**src/rtl/bit_serializer.sv**
```systemverilog
// Parallel-to-serial front end: takes a WIDTH-bit word over valid/ready
// and streams it one bit per clock on SOUT, back-to-back when fed.
module bit_serializer #(
  parameter int   WIDTH      = 8,
  parameter int   LSB_FIRST  = 0,
  parameter logic IDLE_LEVEL = 1'b0
) (
  input  logic             CLK,
  input  logic             RST_N,
  input  logic [WIDTH-1:0] DIN,
  input  logic             DIN_VALID,
  output logic             DIN_READY,
  output logic             SOUT,
  output logic             SOUT_VALID,
  output logic             WORD_DONE
);

  localparam int CW = $clog2(WIDTH);

  typedef enum logic {
    IDLE  = 1'b0,
    SHIFT = 1'b1
  } state_e;

  state_e           state_q, state_d;
  logic [WIDTH-1:0] shreg_q, shreg_d;
  logic [CW-1:0]    bits_left_q, bits_left_d;
  logic             sout_q, sout_d;
  logic             sout_valid_q, sout_valid_d;
  logic             word_done_q, word_done_d;

  logic             din_ready;
  logic             accept;
  logic             first_bit;
  logic [WIDTH-1:0] shifted;
  logic             next_bit;

  assign din_ready = !sout_valid_q || (bits_left_q == '0);
  assign accept    = DIN_VALID && din_ready;

  assign first_bit = (LSB_FIRST != 0) ? DIN[0] : DIN[WIDTH-1];

  // shreg keeps the bit on SOUT at its output end
  assign shifted  = (LSB_FIRST != 0) ? (shreg_q >> 1) : (shreg_q << 1);
  assign next_bit = (LSB_FIRST != 0) ? shifted[0] : shifted[WIDTH-1];

  always_comb begin
    state_d      = state_q;
    shreg_d      = shreg_q;
    bits_left_d  = bits_left_q;
    sout_d       = sout_q;
    sout_valid_d = sout_valid_q;
    if (accept) begin
      state_d      = SHIFT;
      shreg_d      = DIN;
      bits_left_d  = CW'(WIDTH - 1);
      sout_d       = first_bit;
      sout_valid_d = 1'b1;
    end else begin
      unique case (state_q)
        SHIFT: begin
          if (bits_left_q != '0) begin
            shreg_d     = shifted;
            bits_left_d = bits_left_q - CW'(1);
            sout_d      = next_bit;
          end else begin
            state_d      = IDLE;
            sout_valid_d = 1'b0;
            sout_d       = IDLE_LEVEL;
          end
        end
        default: begin
          sout_valid_d = 1'b0;
          sout_d       = IDLE_LEVEL;
        end
      endcase
    end
    word_done_d = sout_valid_d && (bits_left_d == '0);
  end

  always_ff @(posedge CLK or negedge RST_N) begin
    if (!RST_N) begin
      state_q      <= IDLE;
      shreg_q      <= '0;
      bits_left_q  <= '0;
      sout_q       <= IDLE_LEVEL;
      sout_valid_q <= 1'b0;
      word_done_q  <= 1'b0;
    end else begin
      state_q      <= state_d;
      shreg_q      <= shreg_d;
      bits_left_q  <= bits_left_d;
      sout_q       <= sout_d;
      sout_valid_q <= sout_valid_d;
      word_done_q  <= word_done_d;
    end
  end

  assign DIN_READY  = din_ready;
  assign SOUT       = sout_q;
  assign SOUT_VALID = sout_valid_q;
  assign WORD_DONE  = word_done_q;

endmodule

```
**config.mk**
```make
export PLATFORM = sky130hd
export DESIGN_NAME = bit_serializer
export DESIGN_NICKNAME = d
export VERILOG_FILES = /design/src/rtl/bit_serializer.sv
export SDC_FILE = /design/constraint.sdc
export NUM_CORES = 1
export LEC_CHECK = 0
export BUFFER_PORTS_ARGS = -buffer_cell sky130_fd_sc_hd__buf_2
export CORE_ASPECT_RATIO = 0.7
export CORE_MARGIN = 3
export CORE_UTILIZATION = 35
export CTS_BUF_LIST = sky130_fd_sc_hd__clkbuf_16
export DETAILED_ROUTE_END_ITERATION = 12
export PLACE_DENSITY = 0.65
export REMOVE_ABC_BUFFERS = 1
export SYNTH_ARGS = -nofsm -noshare
export SYNTH_HDL_FRONTEND = slang
export SYNTH_SLANG_ARGS = --single-unit
```
**constraint.sdc**
```tcl
create_clock -name CLK -period 1.95 [get_ports CLK]
set_input_delay 0.0975 -clock CLK [delete_from_list [all_inputs] [get_ports CLK]]
set_output_delay 0.0975 -clock CLK [all_outputs]
set_load 0.01 [all_outputs]
```
# Word-level counts from Yosys, hierarchy flattened
# Index checks and enable logic that the tools add are counted.
word_totals:
  regBits: 14
  output_inout_bits: 4
  word_cells: 32
op_classes:
  add_sub_neg: 1
  mux: 15
  n_reduce_logical: 10
op_table:
  columns: ["operator", "count"]
  rows:
  - ["$mux W7", 3]
  - ["$mux W1", 9]
  - ["$mux W3", 3]
  - ["$logic_not A3 Y1", 2]
  - ["$reduce_bool A2 Y1", 2]
  - ["$reduce_bool A3 Y1", 1]
  - ["$sub A3 B1 Y3 const B", 1]
  - ["$logic_and A1 B1 Y1", 2]
  - ["$reduce_and A2 Y1", 1]
  - ["$logic_not A1 Y1", 1]
  - ["$logic_or A1 B1 Y1", 1]

# Logic depth before layout (Yosys ltp)
# Gate-level depths: netlist of run 1.
logic_depth:
  word_depth: 6
  mapped_depth: 6

# Worst setup path before layout of run 1
# Ideal clock, no wire load.
synth_path:
  path_type: "reg2reg"
  startpoint: "register bits_left_q[0]"
  endpoint: "register sout_q (netlist: SOUT)"
  setup_ns: 0.125
  t_arrival_ns: 1.348
  required_ns: 1.825
  slack_ns: 0.477
  path_stages_with_launch: 6
  n_path_buf: 0
  synth_period_minus_slack_ns: 1.473
  path_cell_list: "dfrtp_1 inv_1 ha_1 nor2b_4 o21ai_4 mux2_4"
synth_between:
  elab_chain_len: 4
synth_lines:
  columns: ["item", "line_no", "source"]
  rows:
  - ["start: declaration", "27", "logic [CW-1:0] bits_left_q, bits_left_d;"]
  - ["start signal: assignment", "92", "bits_left_q <= bits_left_d;"]
  - ["$reduce_bool A3 Y1 / $logic_not A3 Y1 (equally long branches)", "62, 38", null]
  - ["$mux W1 / $logic_or A1 B1 Y1 (equally long branches)", "62, 38", null]
  - ["$mux W1 / $logic_and A1 B1 Y1 (equally long branches)", "60, 39", null]
  - ["$mux W1 (*)", "53", "if (accept) begin"]
  - ["named net sout_d", "28", "logic sout_q, sout_d;"]
  - ["end signal: assignment", "93", "sout_q <= sout_d;"]
  - ["end: declaration", "28", null]
# Mark *: on every way through the listed nets, which the timed path passes. The rest lies on a longest branch.
# A chain may end at the register's enable or synchronous reset.

# Final worst setup path of run 1
layout_path:
  startpoint: "register bits_left_q[0]"
  endpoint: "register shreg_q[0]"
layout_between:
  elab_chain_len: 5
layout_lines:
  columns: ["item", "line_no", "source"]
  rows:
  - ["$logic_not A3 Y1", "38", "assign din_ready = !sout_valid_q || (bits_left_q == '0);"]
  - ["$logic_or A1 B1 Y1", "38", null]
  - ["$logic_and A1 B1 Y1", "39", "assign accept = DIN_VALID && din_ready;"]
  - ["$reduce_bool A2 Y1 (no source line)", null, null]
  - ["$reduce_and A2 Y1 (no source line)", null, null]
  - ["end signal: assignment", "91", "shreg_q <= shreg_d;"]
  - ["end: declaration", "26", "logic [WIDTH-1:0] shreg_q, shreg_d;"]
# Parallel ways exist; a longest one is shown, timed or not.

==> results.txt, run 1 <==
status - completed
grt ovf - 0
peak supply drop - 869 uV
Overall Global Routing Usage - 0.141
R2R setup slack - 0.24 ns
Gate power share - 0.397
setup ws final - 0.239 ns
Clk Latency, worst-skew pair - 0.25 ns
Port Buffers - 14
vias in the first global route - 616
PD cells - 1680 nW/um2
Worst R2R Start - bits_left_q[0]$_DFF_PN0_
Post-layout nets - 105
register bit total from synthesis - 14
Vias - 629
Inserted Diodes - 0
RSZ-0062 raised after global routing - false
Syn Area/Cell - 10.9 um2
relative slew slack - 0.535
Fmax - 0.584 GHz
post-synthesis cell area - 818 um2
DP Area - 890 um2
Remaining DRCs - 0
most frequent cells in the layout - dfrtp_1 (14), buf_2 (14), o21ai_0 (9)
starting density of the core - 0.402
Leakage Power - 0.443 nW
Routed Wire Length - 1820 um
HP Start - DIN[7]
CTS Root Cell - clkbuf_16
Clock Path Buffers - 2
FILL cells - 195
DR WL/cell - 15.0 um
placed cell count - 116
drt first pass iters - 4
Core Region - 2030 um2
layout cells sized above 1 - 0.308
crit share post-route - 0.878
Die Area - 2960 um2
Finished Layout Cells - 121
Worst Setup SP - bits_left_q[0]$_DFF_PN0_
Inserted Clock Buffers - 3
CTS Sinks - 14
Flop pwr share - 0.363
RD Place Congestion - 0.811
post-CTS resize count - 0
Max Slew Vio Count - 0
Net Sw Power - 0.600 mW
R2R cell count - 5
register area share after synthesis - 0.428
Final ANT Viol Nets - 0
WP data required - 2.08 ns
class of the most critical setup path - reg -> reg
clock transition at the registers of the reported paths - 0.05 ns
number of max-cap violations - 0
DP HPWL - 1190 um
crit start category - flop
Endpoint, Worst Hold - SOUT$_DFF_PN0_
largest net degree at the start of global routing - 24
Synth Warn # - 0
Netlist cell types - 25
Die W - 63.8 um
postcts setup bufs - 0
Critical Path End Type - flop
WHS Path Cells - 2
Place WS - 0.254 ns
Worst Skew - 0.00120 ns
Reg-to-Reg End - shreg_q[0]$_DFFE_PN0P_
I/O pin count - 15
Int Power - 1.04 mW
Worst Path Arrival - 1.84 ns
Final setup viols - 0
antenna violations before repair - 0
first-pass GRT wire length - 3040 um
final instance area - 978 um2
Vias/cell - 5.20
num rows - 13
clock share of power - 0.241
fin crit period - 1.71 ns
TritonCTS clock tree - done
# H-tree levels - 1
area delta synth->final - 19.6%
TNS Setup - 0 ns
Hold WC Path Type - in -> reg
Net Sw Frac - 0.365
Iter 0 DRT Violations - 7
Worst-Margin Slew - 0.697 ns
Final Hold Fails - 0
cells after synthesis - 75
DIE HEIGHT - 46.5 um
crit-path max FO - 11
==> per-stage QoR <==
step	power, mW	utilization	hold WS (ns)
after floorplan	1.05	-	-0.198
after global routing	1.77	0.481	0.0920
after global placement	1.23	0.438	0.0172
after detailed placement	1.24	0.438	0.0192
after CTS	1.66	0.481	0.0837
final	1.64	0.481	0.0849
==> how the worst max path moves through the flow <==
stage,end,slack (ns),cells after the start
3_3_place_gp,shreg_q[0]$_DFFE_PN0P_,0.30,5
3_5_place_dp,SOUT$_DFF_PN0_,0.25,5
5_1_grt,shreg_q[2]$_DFFE_PN0P_,0.14,6
6_report,shreg_q[0]$_DFFE_PN0P_,0.24,5
2_1_floorplan,SOUT$_DFF_PN0_,0.38,5
4_1_cts,shreg_q[0]$_DFFE_PN0P_,0.23,5
==> critical path: stages (launching register included) <==
cell     delay (ns)
dfrtp_1        0.40
inv_1          0.08
ha_1           0.27
nor2b_4        0.18
o21ai_4        0.33
mux2_4         0.33
==> state kept, by name, indices dropped and copies added, names as in the netlist <==
name         flops
SOUT             1
shreg_q          7
state_q          1
WORD_DONE        1
SOUT_VALID       1
bits_left_q      3
==> power by group through the flow <==
stage               sequential, mW  combinational, mW  clock, mW
CTS                          0.594              0.662      0.404
floorplan                    0.566              0.488          0
finish                       0.596              0.652      0.396
detailed placement           0.598              0.643          0
global placement             0.595              0.630          0
global route                 0.620              0.729      0.418
==> logic make-up (layout without fill, tap and decap cells) <==
| group | after synthesis | count (layout) | share of synthesized area |
|---|---|---|---|
| AO/OA/AOI/OAI | 28 | 28 | 0.257 |
| flip-flops | 14 | 14 | 0.428 |
| AND/OR/NAND/NOR | 21 | 21 | 0.168 |
| buffers and inverters | 7 | 23 | 0.0673 |
| multiplexers | 3 | 3 | 0.0489 |
| adder cells (fa/ha/maj) | 2 | 2 | 0.0306 |
==> layer usage <==
metal	wire length (um)	vias up	GRT usage
li1	-	311	-
met1	941	301	0.185
met2	780	17	0.224
met3	94	0	0.0537
met4	0	0	0.0258
met5	0	-	0
==> what timing repair did <==
item                       CTS  global route
hold endpoints to repair    14             0
setup endpoints to repair    0             0
hold buffers                 1             0
==> cell usage after synthesis, drive strengths merged <==
| master | count | area [um2] |
|---|---|---|
| a211o | 1 | 8.76 |
| a211oi | 1 | 12.5 |
| a21boi | 1 | 7.51 |
| a21oi | 3 | 15.0 |
| a2bb2oi | 6 | 52.6 |
| a311oi | 6 | 52.6 |
| and3 | 3 | 22.5 |
| buf | 4 | 43.8 |
| dfrtp | 14 | 350 |
| ha | 2 | 25.0 |
| inv | 3 | 11.3 |
| mux2 | 2 | 30.0 |
| mux2i | 1 | 10.0 |
| nand2 | 6 | 22.5 |
| nand2b | 1 | 13.8 |
| nand4 | 1 | 12.5 |
| nor2 | 1 | 3.75 |
| nor2b | 8 | 57.6 |
| nor3 | 1 | 5.00 |
| o21ai | 10 | 61.3 |
==> final cells by class <==
type | instances | area (um2) | share of cell area
clock buffer | 3 | 75.1 | 0.0767
timing repair buffer | 16 | 87.6 | 0.0895
tap | 30 | 37.5 | 0.0384
inverter | 3 | 11.3 | 0.0115
sequential | 14 | 350 | 0.358
multi-input combinational | 54 | 413 | 0.422
clock inverter | 1 | 3.75 | 0.00384
Note: power is estimated with default switching activity, not from simulation.
==> inputs of run 2 (changes only) <==
RECOVER_POWER = 25   (was not set)
==> run 2 against run 1 <==
  * Worst setup slack stayed put
  * Count of clock-buffer cells in the layout did not move
  * Hold slack is the same
  * Non-clock buffer count did not move
  * Largest cell class unchanged
  * Critical path depth unchanged
  * Register-to-register slack about the same
  * Utilization decreased by 0.062 points
  * Critical endpoint unchanged
  * Critical path type unchanged
  * Via count stayed put
  * Clock power about the same
  * First-iteration DRC count stayed put
  * Wire length decreased by 0.11%
  * Flip-flop and latch count stayed put
==> results.txt, run 2 (synthesis results as in run 1) <==
status - completed
CP peak stage delay - 0.40 ns
Remaining DRCs - 0
post-CTS resize count - 0
fin crit period - 1.71 ns
postcts setup bufs - 0
layout cells sized above 1 - 0.297
Post-layout nets - 105
met3 WL - 94 um
Setup crit end - shreg_q[0]$_DFFE_PN0P_
Worst Setup SP - bits_left_q[0]$_DFF_PN0_
most frequent cells in the layout - dfrtp_1 (14), buf_2 (13), o21ai_0 (9)
Max Slew Vio Count - 0
cell breakdown of the critical path - inv_1, ha_1, nor2b_4, o21ai_4, mux2_4
drt first pass iters - 4
commonest non-fill, non-tap cell in the layout - dfrtp_1
Place WS - 0.254 ns
Met2 Wirelength - 780 um
antenna violations before repair - 0
area delta synth->final - 19.4%
Clk Latency, worst-skew pair - 0.25 ns
Vias/cell - 5.20
Final setup viols - 0
RSZ-0062 raised after global routing - false
Port Buffers - 14
hold buffers post-CTS - 1
R2R setup slack - 0.24 ns
relative slew slack - 0.480
Worst Skew - 0.00120 ns
DR WL/cell - 15.0 um
number of max-cap violations - 0
R2R cell count - 5
vias in the first global route - 616
Hold WC Path Type - in -> reg
Clock Path Buffers - 2
CTS Sinks - 14
Leakage Power - 0.440 nW
Reg with most FFs - shreg_q
clock transition at the registers of the reported paths - 0.05 ns
Largest register FFs - 7
setup ws final - 0.239 ns
class of the most critical setup path - reg -> reg
DP HPWL - 1190 um
Inserted Diodes - 0
Iter 0 DRT Violations - 7
I/O pin count - 15
Die Area - 2960 um2
Reg-to-Reg End - shreg_q[0]$_DFFE_PN0P_
crit share post-route - 0.878
met1 wire length - 939 um
num rows - 13
Routed Wire Length - 1820 um
Fmax - 0.584 GHz
Final ANT Viol Nets - 0
DIE HEIGHT - 46.5 um
Worst R2R Start - bits_left_q[0]$_DFF_PN0_
Overall Global Routing Usage - 0.141
first-pass GRT wire length - 3040 um
largest net degree at the start of global routing - 24
largest registers - shreg_q: 7 flops, bits_left_q: 3 flops
peak supply drop - 869 uV
Final Hold Fails - 0
Worst-Margin Slew - 0.780 ns
Core Region - 2030 um2
PD cells - 1680 nW/um2
Critical Path End Type - flop
TNS Setup - 0 ns
Vias - 629
starting density of the core - 0.402
Inserted Clock Buffers - 3
WP data required - 2.08 ns
# H-tree levels - 1
grt ovf - 0
Worst Path Arrival - 1.84 ns
Die W - 63.8 um
CP max stage cell - dfrtp_1
crit start category - flop
crit-path max FO - 11
RD Place Congestion - 0.811
TritonCTS clock tree - done
top layer in use - met3
CTS Root Cell - clkbuf_16
==> run 2: cell types whose count changed in the layout (fill, tap and decap cells not counted), sizes merged <==
cell / before / now
buf: 15 / 14
clkbuf: 3 / 4
==> run 2: how the worst min path moves through the flow <==
stage | startpoint | endpoint | slack (ns) | cells after the start
finish | DIN[7] | SOUT$_DFF_PN0_ | 0.08 | 2
global route | DIN[7] | SOUT$_DFF_PN0_ | 0.09 | 2
CTS | DIN[7] | SOUT$_DFF_PN0_ | 0.08 | 2
detailed placement | RST_N | SOUT$_DFF_PN0_ | 0.02 | 1
global placement | RST_N | WORD_DONE$_DFF_PN0_ | 0.02 | 1
floorplan | RST_N | SOUT$_DFF_PN0_ | -0.20 | 0
==> run 2: metal layers <==
layer	vias up	GRT usage
met5	-	0
met4	0	0.0258
met3	0	0.0537
met2	17	0.224
met1	301	0.185
li1	311	-
==> run 2: where the power goes <==
| part | internal [mW] | switching, mW | total [mW] | leakage (nW) |
|---|---|---|---|---|
| registers | 0.430 | 0.167 | 0.596 | 0.164 |
| clock network | 0.272 | 0.124 | 0.396 | 0.0385 |
| logic | 0.342 | 0.310 | 0.652 | 0.237 |
==> run 2: critical path, delay by kind of cell, from the launching register on <==
kind | cells | cell delay [ns]
flops | 1 | 0.40
compound gates | 1 | 0.33
mux | 1 | 0.33
fa+ha+maj | 1 | 0.27
simple gates | 1 | 0.18
buf+inv | 1 | 0.08
==> run 2: area by class of cell <==
class,instances,area (um2)
Clock buffer,3,75.1
Multi-Input combinational cell,54,413
Inverter,3,11.3
Sequential cell,14,350
Fill cell,196,1060
Timing Repair Buffer,16,86.3
Tap cell,30,37.5
Clock inverter,1,3.75
==> run 2: metrics by stage <==
stage / utilization / total power [mW] / hold WS (ns) / instance area (um2) / instances
floorplan: - / 1.05 / -0.198 / 774 / 71
global placement: 0.438 / 1.23 / 0.0172 / 890 / 116
detailed placement: 0.438 / 1.24 / 0.0192 / 890 / 116
CTS: 0.481 / 1.66 / 0.0837 / 978 / 121
global route: 0.481 / 1.77 / 0.0920 / 977 / 121
finish: 0.481 / 1.64 / 0.0849 / 977 / 121
